--- src/rtl/instruction_fetch.sv ---
// Instruction fetch unit: drives the instruction memory address, captures the
// returned word into a small circular prefetch queue and presents the oldest
// entry to the consumer with a valid/ready handshake. A redirect flushes the
// queue and restarts fetch at the (word-aligned) target.
module instruction_fetch #(
  parameter logic [31:0] RESET_PC = 32'h0000_0000,
  parameter int          DEPTH    = 4
) (
  input  logic        clk,
  input  logic        reset,
  output logic [31:0] imem_addr,
  input  logic [31:0] imem_instr,
  input  logic        redirect_valid,
  input  logic [31:0] redirect_pc,
  output logic        out_valid,
  input  logic        out_ready,
  output logic [31:0] out_instr,
  output logic [31:0] out_pc,
  output logic        misaligned
);

  localparam int          PW      = (DEPTH > 1) ? $clog2(DEPTH) : 1;
  localparam logic [PW:0] DEPTH_C = DEPTH[PW:0];

  logic [31:0]   r_fetch_pc;
  logic [31:0]   r_q_pc    [DEPTH];
  logic [31:0]   r_q_instr [DEPTH];
  logic [PW-1:0] r_wr_ptr;
  logic [PW-1:0] r_rd_ptr;
  logic [PW:0]   r_count;
  logic          r_misaligned;

  logic          w_valid;
  logic          w_pop;
  logic          w_push;

  // Handshake decode: a redirect squashes both the pop and the push.
  always_comb begin
    // NOTE: every always_comb output gets a default first so no path can leave it unassigned and infer a latch.
    w_valid = 1'b0;
    w_pop   = 1'b0;
    w_push  = 1'b0;
    w_valid = (r_count != '0);
    if (!reset && !redirect_valid) begin
      w_pop  = w_valid && out_ready;
      w_push = (r_count < DEPTH_C) || w_pop;
    end
  end

  // Control state: fetch address, pointers, occupancy and misalignment flag.
  always_ff @(posedge clk) begin
    // NOTE: sequential state uses non-blocking assignments so every register samples pre-edge values.
    if (reset) begin
      r_fetch_pc   <= RESET_PC;
      r_wr_ptr     <= '0;
      r_rd_ptr     <= '0;
      r_count      <= '0;
      r_misaligned <= 1'b0;
    end else if (redirect_valid) begin
      r_fetch_pc   <= {redirect_pc[31:2], 2'b00};
      r_wr_ptr     <= '0;
      r_rd_ptr     <= '0;
      r_count      <= '0;
      r_misaligned <= (redirect_pc[1:0] != 2'b00);
    end else begin
      r_misaligned <= 1'b0;
      if (w_push) begin
        r_fetch_pc <= r_fetch_pc + 32'd4;  // wraps naturally modulo 2^32
        r_wr_ptr   <= r_wr_ptr + PW'(1);
      end
      if (w_pop) begin
        r_rd_ptr <= r_rd_ptr + PW'(1);
      end
      case ({w_push, w_pop})
        2'b10:   r_count <= r_count + 1'b1;
        2'b01:   r_count <= r_count - 1'b1;
        default: r_count <= r_count;
      endcase
    end
  end

  // Queue storage: written on push only.
  always_ff @(posedge clk) begin
    // NOTE: the queue array is deliberately not reset; entries past count are never shown as valid.
    if (w_push) begin
      r_q_pc[r_wr_ptr]    <= r_fetch_pc;
      r_q_instr[r_wr_ptr] <= imem_instr;
    end
  end

  // Outputs come from registers only; the head is zeroed while the queue is empty.
  always_comb begin
    imem_addr  = r_fetch_pc;
    out_valid  = w_valid;
    misaligned = r_misaligned;
    out_pc     = '0;
    out_instr  = '0;
    if (w_valid) begin
      out_pc    = r_q_pc[r_rd_ptr];
      out_instr = r_q_instr[r_rd_ptr];
    end
  end

endmodule

--- config.mk ---
export PLATFORM = sky130hd
export DESIGN_NAME = instruction_fetch
export DESIGN_NICKNAME = d
export VERILOG_FILES = /design/src/rtl/instruction_fetch.sv
export SDC_FILE = /design/constraint.sdc
export NUM_CORES = 1
export LEC_CHECK = 0
export CAP_MARGIN = 20
export CORE_AREA = 4 4 167 169
export DETAILED_ROUTE_END_ITERATION = 10
export DIE_AREA = 0 0 171 173
export DONT_BUFFER_PORTS = 1
export SLEW_MARGIN = 30
export SYNTH_ARGS = -nofsm -noshare
export SYNTH_HDL_FRONTEND = slang
export SYNTH_SLANG_ARGS = --single-unit
--- constraint.sdc ---
create_clock -name clk -period 3.4 [get_ports clk]
set_input_delay 0.85 -clock clk [delete_from_list [all_inputs] [get_ports clk]]
set_output_delay 0.85 -clock clk [all_outputs]
set_load 0.005 [all_outputs]
==> impl.org <==
** Timing
- The final critical path takes up just over 90% of the cycle.
- After layout, the minimum clock period comes to 3090 ps.
- The count of final max-slew check failures came to 0.
- Setup repair after global routing left no endpoint under its margin.
- Sum of negative setup slack :: 0 ps
- In this run the tightest slew margin relative to its limit is between 60% and 70%.
- The final hold violation count came to 0.
- Timing would allow up to 323 MHz.
- Setup slack on the critical path of the routed design comes to around 310 ps.
- Between clock sinks in the finished design, the worst skew comes to ~10 ps.
- Slew at the pin closest to its max-slew limit :: ~600 ps
- Setup violations remaining at the end of the flow were counted as 0.

** Clock tree
- In this run the number of H-tree levels came out at 1.
- The clock drives 288 sinks.
- TritonCTS clock tree :: done
- The number of setup buffers added after CTS is 0.
- The cell sitting at the root of the clock tree is a sky130_fd_sc_hd__clkbuf_16.
- In this run the deepest clock path goes through 3 buffers.
- Buffers inserted to repair hold after CTS numbered 0.
- For the worst-skew pair, the clock arrives at the later sink with an insertion delay of 530 ps.
- Gates resized during post-CTS repair numbered 0.
- Worst-path clk slew :: approximately 60 ps
- Number of clock buffers inserted by TritonCTS :: 29

** Worst setup path
- The worst setup path is launched from a flop.
- The worst setup path is captured at a primary output.
- Crit path buffers/inverters :: 1
- For this design, the slowest cell found on the critical path is sky130_fd_sc_hd__dfxtp_4.
- Required arrival time at the worst endpoint :: ~2600 ps
- Crit path largest cell delay :: 640 ps
- Family of cells with the greatest summed delay on the critical path :: flip-flops
- At the worst endpoint, the arrival time is roughly 2200 ps.
- Of all nets on the critical path, the largest fanout is 27.
- Cell chain of the critical path :: buf_12 > mux4_2 > and2_1
- Worst setup slack for register-to-register paths :: ~700 ps
- The critical path is of the flop to primary output type.

** Final layout
- After the last flow step, the layout net total stands at between 700 and 800.
- The repair_antennas step left the layout with diodes totalling 0.
- Cells fill between 40% and 50% of the core in the end.
- Fill cells :: between 2000 and 2500
- Layout overhead on the synthesized area :: 12.6%
- In the final layout, the share of cells above drive strength 1 is 18.6%.
- Once layout is done, the placed cells without fillers occupy between 10000 and 15000 µm².

** Global route
- Number of antenna violations at the first check in global routing :: 0
- Total global-route track usage :: ~17%
- Global routing finished with a remaining overflow of 0.
- Wire length of the first global-routing pass :: ~39 mm
- Maximum number of pins on one net before global-route repair :: 47
- Via count of the first global-routing pass :: between 6000 and 7000

** Synthesis
- Yosys instantiated no cell more often than sky130_fd_sc_hd__edfxtp_1.
- Of the synthesized area, sequential elements account for a little over two thirds.
- Number of warnings issued by yosys :: 0
- The commonest cells after synthesis are sky130_fd_sc_hd__edfxtp_1, sky130_fd_sc_hd__and2_1, sky130_fd_sc_hd__mux4_2, sky130_fd_sc_hd__dfxtp_1, sky130_fd_sc_hd__clkbuf_1.
- A synthesized cell averages 17.0 µm².
- For this run, the leading register cell type out of synthesis is sky130_fd_sc_hd__edfxtp_1.
- Unique cell type count in the Yosys netlist :: 47
- Netlist area before placement :: between 10000 and 15000 µm²
- After synthesis, the cell types taking the most area are sky130_fd_sc_hd__edfxtp_1, sky130_fd_sc_hd__mux4_2, sky130_fd_sc_hd__dfxtp_1.
- In this run, synthesis produced a sequential element count of around 290.
- The synthesized design spends more area on one cell type than any other, namely sky130_fd_sc_hd__edfxtp_1.
- After technology mapping, the gate count stands at slightly below 700.
- After synthesis, the largest area contributor takes up 63.6% of total cell area.
- In this run, synthesis inferred approximately 250 flip-flops with an integrated enable.
- Fraction of synthesis flops using an asynchronous set or reset pin :: 0%

** Power
- Maximum resistive drop on vdd :: 0.000375 V
- Power density over the cells :: approximately 560 nW/µm²
- Static leakage :: 4.08 nW
- Overall power :: about 7.4 mW

** Floorplan
- The initial utilization of the core area, before any placement, comes to between 40% and 50%.
- The floorplan step set the die width to 171 µm.
- Number of cell rows :: 60
- Area of the die :: slightly below 30000 µm²
- In this run the vertical extent of the chip is between 150 and 200 µm.
- Boundary pin count :: between 150 and 200
- The core region is around 27000 µm².

** Routing
- Via density per instance :: between 5 and 6
- Average wire per standard cell :: 23.7 µm
- Number of iterations in the first detailed-routing pass :: 5
- In this run, the number of DRC markers left after iteration 0 of detailed routing was approximately 480.
- Total Wirelength :: approximately 25 mm
- Remaining number of nets flagged by the antenna check after routing :: 0
- The final route contains 6262 vias.
- In the routed design, unresolved DRC markers number 0.

** Min path
- Worst hold path type :: input pin to flop

** Placed design
- At the end of routability-driven placement, the weighted congestion stood at around 0.82.
- Placed wire-length estimate :: approximately 16 mm
- Count of input and output buffers :: 0
- Post-placement cell area :: 12300 µm²
- Before CTS, the worst setup slack after placement is 591 ps.

** Outcome
- The run finished with clean final reports.

** Job
- Across the run, the number of max-cap violations was 0.
-- power breakdown --
part	internal [mW]	switching, mW	leakage, nW	total, mW
sequential	3.94	0.0991	2.60	4.04
combinational	0.105	0.128	1.03	0.233
clock	1.86	1.23	0.445	3.08
-- worst register-to-register path: stages, from the launching register on --
cell                       delay [ps]
sky130_fd_sc_hd__dfxtp_1          640
sky130_fd_sc_hd__nand4_1          280
sky130_fd_sc_hd__or4_1            820
sky130_fd_sc_hd__or4_1            600
sky130_fd_sc_hd__a311oi_1         250
-- final cells by class --
class | instances | area [µm²] | share of cell area, %
clock buffers | 37 | 756 | 5.73
clock inverters | 14 | 165 | 1.25
inverters | 12 | 45.0 | 0.341
multi-input cells | 349 | 3270 | 24.8
flip-flops and latches | 288 | 8260 | 62.6
well taps | 341 | 427 | 3.23
repair buffers | 22 | 278 | 2.11
-- state kept, by name, indices dropped and copies added, names as in the netlist, named ones only --
| register | flops |
|---|---|
| r_q_instr | 128 |
| r_wr_ptr | 2 |
| imem_addr | 30 |
| r_q_pc | 120 |
| r_count | 3 |
| misaligned | 1 |
| r_rd_ptr | 2 |
-- layout by cell type (no fill, tap or decap), types with 8 or more instances in the layout --
| master | synthesis | routed |
|---|---|---|
| sky130_fd_sc_hd__a311oi_1 | 11 | 11 |
| sky130_fd_sc_hd__and2_1 | 64 | 64 |
| sky130_fd_sc_hd__buf_12 | 0 | 9 |
| sky130_fd_sc_hd__buf_4 | 4 | 13 |
| sky130_fd_sc_hd__clkbuf_1 | 31 | 8 |
| sky130_fd_sc_hd__clkbuf_16 | 0 | 29 |
| sky130_fd_sc_hd__dfxtp_1 | 40 | 38 |
| sky130_fd_sc_hd__edfxtp_1 | 248 | 248 |
| sky130_fd_sc_hd__ha_1 | 8 | 8 |
| sky130_fd_sc_hd__inv_1 | 11 | 11 |
| sky130_fd_sc_hd__mux4_2 | 62 | 62 |
| sky130_fd_sc_hd__nand2_1 | 26 | 26 |
| sky130_fd_sc_hd__nand3_1 | 17 | 17 |
| sky130_fd_sc_hd__nand4_1 | 12 | 12 |
| sky130_fd_sc_hd__nor2_1 | 28 | 28 |
| sky130_fd_sc_hd__or3_1 | 10 | 10 |
| sky130_fd_sc_hd__or4_1 | 19 | 19 |
| sky130_fd_sc_hd__xnor2_1 | 8 | 8 |
-- logic make-up after synthesis --
kind of cell	share of synthesized area (%)
xor+xnor	0.897
buf+inv	2.01
mux	12.0
fa+ha+maj	0.855
simple gates	9.68
other cells	0.0320
compound gates	4.11
flops	70.4
-- metal layers --
layer / routed length (µm) / share of wire, % / GRT usage (%)
met1: 9880 / 39 / 22.1
met3: 2570 / 10 / 5.85
met5: 0 / 0 / 0
met4: 401 / 1.6 / 3.57
met2: 12300 / 49 / 27.3
-- path summary, 6_finish.rpt --
path,from,end,cells after the start
max,flop,out_instr[10],3
min,reset,imem_addr[5]$_SDFFE_PP0P_,1
max reg2reg,imem_addr[15]$_SDFFE_PP0P_,imem_addr[20]$_SDFFE_PP0P_,4
min reg2reg,r_wr_ptr[1]$_SDFFE_PN0P_,r_wr_ptr[1]$_SDFFE_PN0P_,2
-- stage by stage --
stage | hold slack, ps | instances
finish | 385 | 1063
detailed placement | 488 | 1012
floorplan | 465 | 693
CTS | 360 | 1063
global placement | 480 | 1012
global route | 359 | 1063
No activity file was read; power rests on OpenSTA's default activity.
